`src/rtl/inter_side_link_scheduler.sv`:
```
// inter_side_link_scheduler
// Arbitrates the single link between the two decoder halves. The outgoing link
// carries data, control, status and credit-return words. The incoming link is
// demultiplexed to data/control outputs, or absorbed as status or credits.
// Optional feature macro: LINK_STATUS_HEARTBEAT_EN (periodic status resend).
module inter_side_link_scheduler #(
    parameter int DATA_WIDTH    = 20,
    parameter int CREDITS       = 8,
    parameter int STATUS_PERIOD = 16
) (
    input  logic                  clk,
    input  logic                  reset,
    input  logic [DATA_WIDTH-1:0] dat_in_data,
    input  logic                  dat_in_valid,
    output logic                  dat_in_ready,
    input  logic [DATA_WIDTH-1:0] ctl_in_data,
    input  logic                  ctl_in_valid,
    output logic                  ctl_in_ready,
    output logic [DATA_WIDTH-1:0] dat_out_data,
    output logic                  dat_out_valid,
    input  logic                  dat_out_ready,
    output logic [DATA_WIDTH-1:0] ctl_out_data,
    output logic                  ctl_out_valid,
    input  logic                  ctl_out_ready,
    output logic [DATA_WIDTH+1:0] link_out_data,
    output logic                  link_out_valid,
    input  logic                  link_out_ready,
    input  logic [DATA_WIDTH+1:0] link_in_data,
    input  logic                  link_in_valid,
    output logic                  link_in_ready,
    input  logic                  has_message_flying_local,
    input  logic                  has_odd_clusters_local,
    output logic                  has_message_flying_otherside,
    output logic                  has_odd_clusters_otherside,
    output logic                  link_error
);

    localparam int CW    = $clog2(CREDITS + 1);
    localparam int SUM_W = DATA_WIDTH + 1;

    typedef enum logic [1:0] {
        T_DAT = 2'b00,
        T_CTL = 2'b01,
        T_STS = 2'b10,
        T_RET = 2'b11
    } link_type_t;

    // Reject parameter sets the datapath cannot represent.
    if (STATUS_PERIOD < 2 || CREDITS < 1 || DATA_WIDTH < 3) begin : g_param_check
        $error("inter_side_link_scheduler: unsupported parameter values");
    end

    logic                  r_out_valid;
    logic [DATA_WIDTH+1:0] r_out_data;
    logic [CW-1:0]         r_tx_credits;
    logic [CW-1:0]         r_pending_ret;
    logic                  r_status_due;
    logic [1:0]            r_last_status;
    logic                  r_rr_ctl;
    logic                  r_mf_other;
    logic                  r_odd_other;
    logic                  r_link_error;

    logic                  w_slot_free;
    logic                  w_grant_ret;
    logic                  w_grant_sts;
    logic                  w_dc_ok;
    logic                  w_grant_dat;
    logic                  w_grant_ctl;
    logic                  w_grant_dc;
    logic                  w_load;
    logic [DATA_WIDTH+1:0] w_load_word;
    logic [1:0]            w_local_status;
    logic [1:0]            w_rx_type;
    logic [DATA_WIDTH-1:0] w_rx_payload;
    logic                  w_consume;
    logic                  w_ret_rx;
    logic                  w_sts_rx;
    logic [SUM_W-1:0]      w_credit_sum;
    logic                  w_credit_over;
    logic [CW-1:0]         w_pending_inc;
    logic                  w_hb_tick;

    // Slot arbitration: credit returns first so the far side never starves,
    // then status, then data/control sharing the remaining credits fairly.
    assign w_slot_free = !r_out_valid || link_out_ready;
    assign w_grant_ret = w_slot_free && (r_pending_ret != '0);
    assign w_grant_sts = w_slot_free && !w_grant_ret && r_status_due;
    assign w_dc_ok     = w_slot_free && !w_grant_ret && !r_status_due && (r_tx_credits != '0);
    assign w_grant_dat = w_dc_ok && dat_in_valid && (!ctl_in_valid || !r_rr_ctl);
    assign w_grant_ctl = w_dc_ok && ctl_in_valid && (!dat_in_valid || r_rr_ctl);
    assign w_grant_dc  = w_grant_dat || w_grant_ctl;
    assign w_load      = w_grant_ret || w_grant_sts || w_grant_dc;

    assign dat_in_ready = w_grant_dat;
    assign ctl_in_ready = w_grant_ctl;

    assign w_local_status = {has_odd_clusters_local, has_message_flying_local};

    // Build the word that enters the output stage this cycle.
    always_comb begin
        w_load_word = '0;
        if (w_grant_ret) begin
            w_load_word = {T_RET, DATA_WIDTH'(r_pending_ret)};
        end else if (w_grant_sts) begin
            w_load_word = {T_STS, DATA_WIDTH'(w_local_status)};
        end else if (w_grant_dat) begin
            w_load_word = {T_DAT, dat_in_data};
        end else if (w_grant_ctl) begin
            w_load_word = {T_CTL, ctl_in_data};
        end
    end

    // Receive side: steer by type code; status and credit words are always taken.
    assign w_rx_type    = link_in_data[DATA_WIDTH+1:DATA_WIDTH];
    assign w_rx_payload = link_in_data[DATA_WIDTH-1:0];
    assign dat_out_data  = w_rx_payload;
    assign ctl_out_data  = w_rx_payload;
    assign dat_out_valid = link_in_valid && (w_rx_type == T_DAT);
    assign ctl_out_valid = link_in_valid && (w_rx_type == T_CTL);
    assign w_ret_rx      = link_in_valid && (w_rx_type == T_RET);
    assign w_sts_rx      = link_in_valid && (w_rx_type == T_STS);
    assign w_consume     = (dat_out_valid && dat_out_ready) || (ctl_out_valid && ctl_out_ready);

    // Select link_in_ready according to the incoming word type.
    always_comb begin
        link_in_ready = 1'b1;
        case (w_rx_type)
            T_DAT:   link_in_ready = dat_out_ready;
            T_CTL:   link_in_ready = ctl_out_ready;
            default: link_in_ready = 1'b1;
        endcase
    end

    // Credit arithmetic is done wide so an oversized return is detectable.
    assign w_credit_sum  = SUM_W'(r_tx_credits)
                         + (w_ret_rx ? SUM_W'(w_rx_payload) : '0)
                         - SUM_W'(w_grant_dc);
    assign w_credit_over = (w_credit_sum > SUM_W'(CREDITS));
    assign w_pending_inc = (r_pending_ret == CW'(CREDITS)) ? r_pending_ret
                                                           : r_pending_ret + CW'(1);

`ifdef LINK_STATUS_HEARTBEAT_EN
    localparam int HW = $clog2(STATUS_PERIOD);
    logic [HW-1:0] r_hb_timer;

    assign w_hb_tick = (r_hb_timer == HW'(STATUS_PERIOD - 1));

    // Heartbeat timer, restarted whenever a status word goes out.
    always_ff @(posedge clk or posedge reset) begin
        if (reset) begin
            r_hb_timer <= '0;
        end else if (w_grant_sts || w_hb_tick) begin
            r_hb_timer <= '0;
        end else begin
            r_hb_timer <= r_hb_timer + HW'(1);
        end
    end
`else
    assign w_hb_tick = 1'b0;
`endif

    // Output stage valid flag; a reset discards any held word.
    always_ff @(posedge clk or posedge reset) begin
        if (reset) begin
            r_out_valid <= 1'b0;
        end else if (w_load) begin
            r_out_valid <= 1'b1;
        end else if (link_out_ready) begin
            r_out_valid <= 1'b0;
        end
    end

    // Output stage payload; only meaningful while r_out_valid is set.
    always_ff @(posedge clk) begin
        if (w_load) begin
            r_out_data <= w_load_word;
        end
    end

    // Credit bookkeeping in both directions plus the sticky overflow error.
    always_ff @(posedge clk or posedge reset) begin
        if (reset) begin
            r_tx_credits  <= CW'(CREDITS);
            r_pending_ret <= '0;
            r_link_error  <= 1'b0;
        end else begin
            r_tx_credits <= w_credit_over ? CW'(CREDITS) : w_credit_sum[CW-1:0];
            if (w_credit_over) begin
                r_link_error <= 1'b1;
            end
            if (w_grant_ret) begin
                r_pending_ret <= w_consume ? CW'(1) : '0;
            end else if (w_consume) begin
                r_pending_ret <= w_pending_inc;
            end
        end
    end

    // Status scheduling and round-robin pointer between data and control.
    always_ff @(posedge clk or posedge reset) begin
        if (reset) begin
            r_status_due  <= 1'b1;
            r_last_status <= 2'b00;
            r_rr_ctl      <= 1'b0;
        end else begin
            if (w_grant_sts) begin
                r_status_due  <= 1'b0;
                r_last_status <= w_local_status;
            end else if ((w_local_status != r_last_status) || w_hb_tick) begin
                r_status_due <= 1'b1;
            end
            if (w_grant_dat) begin
                r_rr_ctl <= 1'b1;
            end else if (w_grant_ctl) begin
                r_rr_ctl <= 1'b0;
            end
        end
    end

    // Capture the far side's status; assume busy until told otherwise.
    always_ff @(posedge clk or posedge reset) begin
        if (reset) begin
            r_mf_other  <= 1'b1;
            r_odd_other <= 1'b1;
        end else if (w_sts_rx) begin
            r_mf_other  <= w_rx_payload[0];
            r_odd_other <= w_rx_payload[1];
        end
    end

    assign link_out_valid               = r_out_valid;
    assign link_out_data                = r_out_data;
    assign has_message_flying_otherside = r_mf_other;
    assign has_odd_clusters_otherside   = r_odd_other;
    assign link_error                   = r_link_error;

endmodule

```
`config.mk`:
```
export PLATFORM = sky130hd
export DESIGN_NAME = inter_side_link_scheduler
export DESIGN_NICKNAME = d
export VERILOG_FILES = /design/src/rtl/inter_side_link_scheduler.sv
export SDC_FILE = /design/constraint.sdc
export NUM_CORES = 1
export LEC_CHECK = 0
export BUFFER_PORTS_ARGS = -buffer_cell sky130_fd_sc_hd__buf_2
export CORE_MARGIN = 1.5
export CORE_UTILIZATION = 50
export DETAILED_ROUTE_END_ITERATION = 10
export PLACE_DENSITY = 0.93
export SLEW_MARGIN = 5
export SYNTH_ARGS = -nofsm -noshare
export SYNTH_HDL_FRONTEND = slang
export SYNTH_SLANG_ARGS = --single-unit
```
`constraint.sdc`:
```
create_clock -name clk -period 5.7 [get_ports clk]
set_input_delay 0 -clock clk [delete_from_list [all_inputs] [get_ports clk]]
set_output_delay 0 -clock clk [all_outputs]
set_load 0.05 [all_outputs]
```
======== Word level (Yosys, flattened, before mapping) ========
Cells that the tools add are included.
W data, S select, Z words.
operators by class
  add/subtract/negate cells ............... 3
  $mul .................................... 0
  div/mod/pow operators ................... 0
  order comparisons ....................... 1
  eq/ne operators ......................... 6
  shift-type cells ........................ 0
  muxes and demuxes ....................... 17
  bitwise gates (word level) .............. 0
  reduce and logical (&&, ||, !) cells .... 37
operators with widths
  kind                   count
  $mux W21               3
  $add A4 B20 Y21        1
  $gt A21 B4 Y1 const B  1
  $sub A21 B1 Y21        1
  $mux W20               1
  $mux W4                5
  $logic_and A1 B1 Y1    15
  $reduce_bool A2 Y1     4
  $reduce_bool A4 Y1     2
  $logic_or A1 B1 Y1     7
  $mux W1                7
  $logic_not A1 Y1       6
  $add A4 B1 Y4 const B  1
  $eq A2 B2 Y1 const B   2
  $eq A4 B4 Y1 const B   1
  $eq A2 B1 Y1 const B   1
  $logic_not A2 Y1       1
  $ne A2 B2 Y1           1
  $ne A2 B2 Y1 const B   1
  $pmux W1 S2            1
  $reduce_and A2 Y1      1
  $reduce_or A2 Y1       1
word-level totals
  flip-flop bits (word level) ............. 38
  latch bits .............................. 0
  RAM bits ................................ 0
  bits in read-only memories .............. 0
  input bits .............................. 72
  logic and storage cells ................. 76
  memories kept ........................... 0

======== Depth between registers and ports, before layout ========
  word-level depth ........................ 13
  depth in mapped cells ................... 20

======== Least setup slack after synthesis ========
OpenSTA, ideal clock, no wires.
  path type ............................... reg-to-reg
  from .................................... register r_out_valid (netlist: link_out_valid)
  to ...................................... register r_link_error (netlist: link_error)
  library setup time ...................... 0.131 ns
  arrival time ............................ 4.254 ns
  slack ................................... 1.315 ns
  stages on the path, launching flop included .. 19
  buffers on the path ..................... 1
  cells stage by stage .................... dfrtp_1 nand2b_1 clkbuf_1 nand2_1 nor3_1 nand3_1 nand2_1 ha_1 inv_1 ha_1 inv_1 fa_1 nand2b_1 a211oi_1 o21ai_0 mux2_2 o41ai_1 or4_4 or3_1
on the way
  word-level cells in the longest chain between the ends .. 12
  elaborated cells on any way between the ends .. 14
ends and longest elaborated chain
  what                                                        RTL line  RTL
  from (decl)                                                 53        logic r_out_valid;
  from (signal assigned)                                      166       r_out_valid <= 1'b0;
  from (signal assigned)                                      168       r_out_valid <= 1'b1;
  from (signal assigned)                                      170       r_out_valid <= 1'b0;
  $logic_not A1 Y1 *                                          86        assign w_slot_free = !r_out_valid || link_out_ready;
  $logic_or A1 B1 Y1 *                                        86
  $logic_and A1 B1 Y1                                         87        assign w_grant_ret = w_slot_free && (r_pending_ret != '0);
  $logic_not A1 Y1                                            89        assign w_dc_ok = w_slot_free && !w_grant_ret && !r_status_due && (r_tx_credits != '0);
  $logic_and A1 B1 Y1 * (3 in a row)                          89
  $logic_and A1 B1 Y1, on equally long branches (2 in a row)  90, 91
  $logic_or A1 B1 Y1 *                                        92        assign w_grant_dc = w_grant_dat || w_grant_ctl;
  net w_grant_dc                                              70        logic w_grant_dc;
  $sub A21 B1 Y21 *                                           138       - SUM_W'(w_grant_dc);
  $gt A21 B4 Y1 *                                             139       assign w_credit_over = (w_credit_sum > SUM_W'(CREDITS));
  to (signal assigned)                                        186       r_link_error <= 1'b0;
  to (signal assigned)                                        190       r_link_error <= 1'b1;
  to (decl)                                                   62        logic r_link_error;
Mark *: on every way through the listed nets, which the timed path passes. The rest lies on a longest branch.
A chain may end at the register's enable or synchronous reset.

======== Worst setup path in the final report ========
  from .................................... register r_pending_ret[1]
  to ...................................... register r_link_error (netlist: link_error)
on the way
  word-level cells in the longest chain between the ends .. 11
  elaborated cells on any way between the ends .. 13
ends and longest elaborated chain
  what                                                        RTL line  RTL
  from (decl)                                                 56        logic [CW-1:0] r_pending_ret;
  from (signal assigned)                                      193       r_pending_ret <= w_consume ? CW'(1) : '0;
  from (signal assigned)                                      195       r_pending_ret <= w_pending_inc;
  $reduce_bool A4 Y1 *                                        87
  $logic_and A1 B1 Y1 *                                       87
  $logic_not A1 Y1 *                                          89
  $logic_and A1 B1 Y1 * (3 in a row)                          89
  $logic_and A1 B1 Y1, on equally long branches (2 in a row)  90, 91
  $logic_or A1 B1 Y1 *                                        92
  net w_grant_dc                                              70
  $sub A21 B1 Y21 *                                           138
  $gt A21 B4 Y1 *                                             139
Marks and branches as above.

==> flow_summary.rst <==
.. list-table::
   :header-rows: 1

   * - Metric
     - Value
   * - Fraction of power spent switching nets
     - 50.7%
   * - Count of unresolved DRC violations after routing
     - 0
   * - Total Power Consumption
     - 1.56 mW
   * - Cell count of the worst hold path
     - 2
   * - Overall Global Routing Usage
     - a little over a fifth
   * - Net Count, Synth
     - 537
   * - DIE AREA
     - 0.00787 mm²
   * - Post-DP Area
     - 0.00409 mm²
   * - Hold Vio Cnt, Final
     - 0
   * - Synthesized flop and latch total
     - 38
   * - Filler Cell Count
     - between 600 and 700
   * - Global-route met3 utilization
     - 2.80%
   * - Number of flops mapped to enable cells by yosys
     - 22
   * - Post-synthesis async set-or-reset flop share
     - 42.1%
   * - Half-perimeter wire length after detailed placement
     - 7140 µm
   * - Worst ir drop on vdd
     - 0.145 mV
   * - Required arrival time at the worst endpoint
     - 5.86 ns
   * - Share of final-layout standard cells stronger than drive strength 1
     - 31.3%
   * - Clock net sink count
     - 38
   * - Total number of yosys warnings
     - 0
   * - CTS Root Cell
     - clkbuf_8
   * - Number of buffers created by CTS
     - 5
   * - Startpoint-to-endpoint class of the critical path
     - flip-flop to flip-flop
   * - Time the worst path needs with I/O delays and setup
     - 4.93 ns
   * - Clock share of power
     - 11.0%
   * - Syn Inst Count
     - 438
   * - Antenna-violating nets left
     - 0
   * - Worst hold slack
     - a little over 0.007 ns
   * - CP max FO
     - 6
   * - Slowest cell on the critical path
     - or4_4
   * - Wire length per cell after detailed routing
     - 14.1 µm
   * - Crit-path leading delay family
     - simple AND/OR/NAND/NOR gates
   * - Worst path bufs/invs
     - 3
   * - Slew margin rel.
     - 22.7%
   * - Most area-consuming cells after synthesis
     - edfxtp_1, ha_1, buf_4
   * - Total number of vias
     - 3530
   * - Clock Latency Late Sink
     - 0.28 ns
   * - Vias in the first global route
     - 3110
   * - Final WS setup
     - 0.774 ns
   * - Resized cells post-CTS
     - 0
   * - Slew of the pin with the lowest slew margin
     - roughly 1.2 ns
   * - Period utilisation layout
     - between 80% and 90%
   * - Startpoint of the lowest-slack hold path
     - link_in_data[0]
   * - Maximum number of pins on one net before global-route repair
     - 24
   * - Post-CTS setup buffer count
     - 0
   * - Pwr per Cell Area
     - 370 mW/mm²
   * - Iteration-0 DRC Markers
     - 177
   * - Vias per cell
     - approximately 5.6
   * - First-pass GRT wire length
     - roughly 13000 µm
   * - Post-Route Setup TNS
     - 0 ns
   * - Post-synthesis cell area
     - roughly 0.0037 mm²
   * - Endpoint of the lowest-slack register-to-register path
     - link_error
   * - Endpoints failing setup
     - 0
   * - Fmax
     - 203 MHz
   * - Clock tree from TritonCTS
     - built
   * - Placeable core region
     - 0.00718 mm²
   * - Unique cell type count in the Yosys netlist
     - 64
   * - Hold-fix buffers at CTS
     - 5
   * - Maximum level of the CTS H-tree
     - 2
   * - Worst path cell trace
     - inv_1 -> ha_1 -> nand2b_1 -> nor2_1 -> nand2_1 -> nor3_1 -> nand3_1 -> nand2_1 -> ha_1 -> inv_1 -> ha_1 -> inv_1 -> fa_1 -> nand2b_1 -> a211oi_1 -> o21ai_0 -> mux2_2 -> o41ai_1 -> or4_4 -> or3_1
   * - Result of the run
     - finished clean
   * - Max cap viols
     - 0
   * - Max-slew violation total from the final report
     - 0
   * - Setup WS pre-CTS
     - 0.900 ns
   * - R2r startpoint
     - r_pending_ret[1]
   * - Final standard cell area without fillers
     - 0.00422 mm²
   * - Final RePlAce weighted congestion
     - 0.909
   * - Die boundary width
     - 88.7 µm
   * - Area growth syn-to-layout
     - 15.0%
   * - Buffer depth of the longest clock path
     - 2
   * - Count of TritonRoute iterations in the first routing pass
     - 5
   * - Clock Skew
     - 0.00831 ns
   * - I/O pin count
     - about 140
   * - R2R setup slack
     - 0.77 ns
   * - RSZ-0062 raised after global routing
     - false
   * - Area taken by multi-input logic gates
     - 0.00204 mm²
   * - Power dissipated by switching net loads
     - 0.792 mW
   * - Leak pwr
     - 2.20 nW
   * - Met1 Resource Use GR
     - about a quarter
   * - Seq. cell area
     - 0.00107 mm²
   * - Post-detailed-routing wire length
     - 8920 µm
   * - Count of port buffers added during placement
     - between 100 and 150
   * - Clock edge transition at the registers on the reported setup and hold paths
     - 0.07 ns
   * - Share of synthesized area occupied by flip-flops and latches
     - 29.0%
   * - Fraction of power consumed by sequential logic
     - 31.2%
   * - Destination of the worst hold path
     - has_message_flying_otherside
   * - Internal power component
     - 0.771 mW
   * - Synth Area per Inst
     - 8.38 µm²
   * - Most common library cells after synthesis
     - nand2_1, buf_4, inv_1
   * - Number of nets in the layout
     - about 630
   * - Met2 GRT Util
     - between 30% and 40%
   * - Relative contribution of combinational cells to total power
     - 57.8%
   * - Crit path largest cell delay
     - around 0.56 ns
   * - Number of core rows
     - 31
   * - Remaining global-route overflow
     - 0
   * - Area fraction of the dominant cell type after synthesis
     - 18.0%
   * - Data arrival time at the worst-slack endpoint
     - about 5.1 ns
   * - Min-Delay Path Class
     - input pin to flip-flop
   * - CP Capture Type
     - flip-flop
   * - # diodes
     - 0
   * - Startpoint kind of the worst setup timing path
     - flip-flop
   * - Largest area contributor in the synthesized netlist
     - edfxtp_1
   * - Vertical extent of the die
     - 88.7 µm
   * - Initial antenna violation count
     - 0
   * - Starting density of the core
     - 51.2%
   * - Most numerous cell in the Yosys netlist
     - nand2_1
   * - Most used flip-flop cell after synthesis
     - edfxtp_1
   * - Number of cells on the worst reg-to-reg path
     - 20
   * - Most heavily used metal layer in global routing
     - met2
==> per-stage QoR <==
step	utilization, %	instances
final	58.9	632
after global routing	58.9	632
after CTS	58.9	632
after detailed placement	57.0	619
after global placement	57.0	619
after floorplan	-	438
==> registers in the layout (all words and copies together), names as in the netlist <==
signal,cells
link_out_data,22
r_pending_ret,4
r_tx_credits,4
r_last_status,2
has_message_flying_otherside,1
has_odd_clusters_otherside,1
link_error,1
link_out_valid,1
r_rr_ctl,1
r_status_due,1
==> final cells by class <==
cell class	count	share of cell area, %
sequential	38	25.2
clock buffer	5	1.63
clock inverter	3	0.385
timing repair buffer	148	18.2
multi-input combinational	301	48.3
tap	99	2.93
inverter	38	3.38
==> power groups by stage <==
stage | Sequential (mW) | Combinational (mW) | Clock, mW
after floorplan | 0.785 | 0.421 | 0
after global placement | 0.488 | 0.871 | 0
after detailed placement | 0.493 | 0.894 | 0
after CTS | 0.488 | 0.900 | 0.175
after global routing | 0.500 | 0.967 | 0.185
final | 0.488 | 0.903 | 0.172
==> layer usage <==
| layer | vias to the layer above | routed length (µm) |
|---|---|---|
| met5 | - | 0 |
| met4 | 0 | 195 |
| met3 | 25 | 535 |
| met2 | 157 | 4600 |
| met1 | 1619 | 3590 |
| li1 | 1729 | - |
==> cells in the final DEF, fill, tap and decap left out, types with 5 or more instances in the layout <==
| cell | instances |
|---|---|
| inv_1 | 38 |
| nor3_1 | 12 |
| clkbuf_8 | 5 |
| nand4_1 | 9 |
| ha_1 | 26 |
| a21boi_0 | 5 |
| a21o_1 | 10 |
| a22o_1 | 19 |
| nand2_1 | 55 |
| o21a_1 | 5 |
| a21oi_1 | 25 |
| or3_1 | 6 |
| nor2_1 | 21 |
| mux2i_1 | 5 |
| o21ai_0 | 16 |
| a31oi_1 | 5 |
| dlygate4sd3_1 | 5 |
| dfrtp_1 | 12 |
| xor2_1 | 7 |
| nand2b_1 | 5 |
| edfxtp_1 | 22 |
| buf_2 | 142 |
==> cell families (layout without fill, tap and decap cells) <==
kind of cell / Yosys count / in the layout / synth area share [%]
AOI/OAI and AO/OA: 121 / 121 / 23.3
xor gates and xnor gates: 7 / 7 / 1.67
adders and majority gates: 27 / 27 / 9.40
buffers and inverters: 99 / 194 / 15.5
DFF: 38 / 38 / 29.0
muxes: 9 / 9 / 2.59
and+or+nand+nor: 137 / 137 / 18.6
==> worst max-delay path by stage <==
stage / startpoint / endpoint / slack [ns] / cells after the start
3_3_place_gp: r_pending_ret[1] / link_error / 1.12 / 20
4_1_cts: r_pending_ret[1] / link_error / 0.87 / 20
2_1_floorplan: link_out_valid / link_error / 1.31 / 18
3_5_place_dp: r_pending_ret[1] / link_error / 0.90 / 20
6_report: r_pending_ret[1] / link_error / 0.77 / 20
5_1_grt: r_pending_ret[1] / link_error / 0.38 / 20
Note: power is estimated with default switching activity, not from simulation.
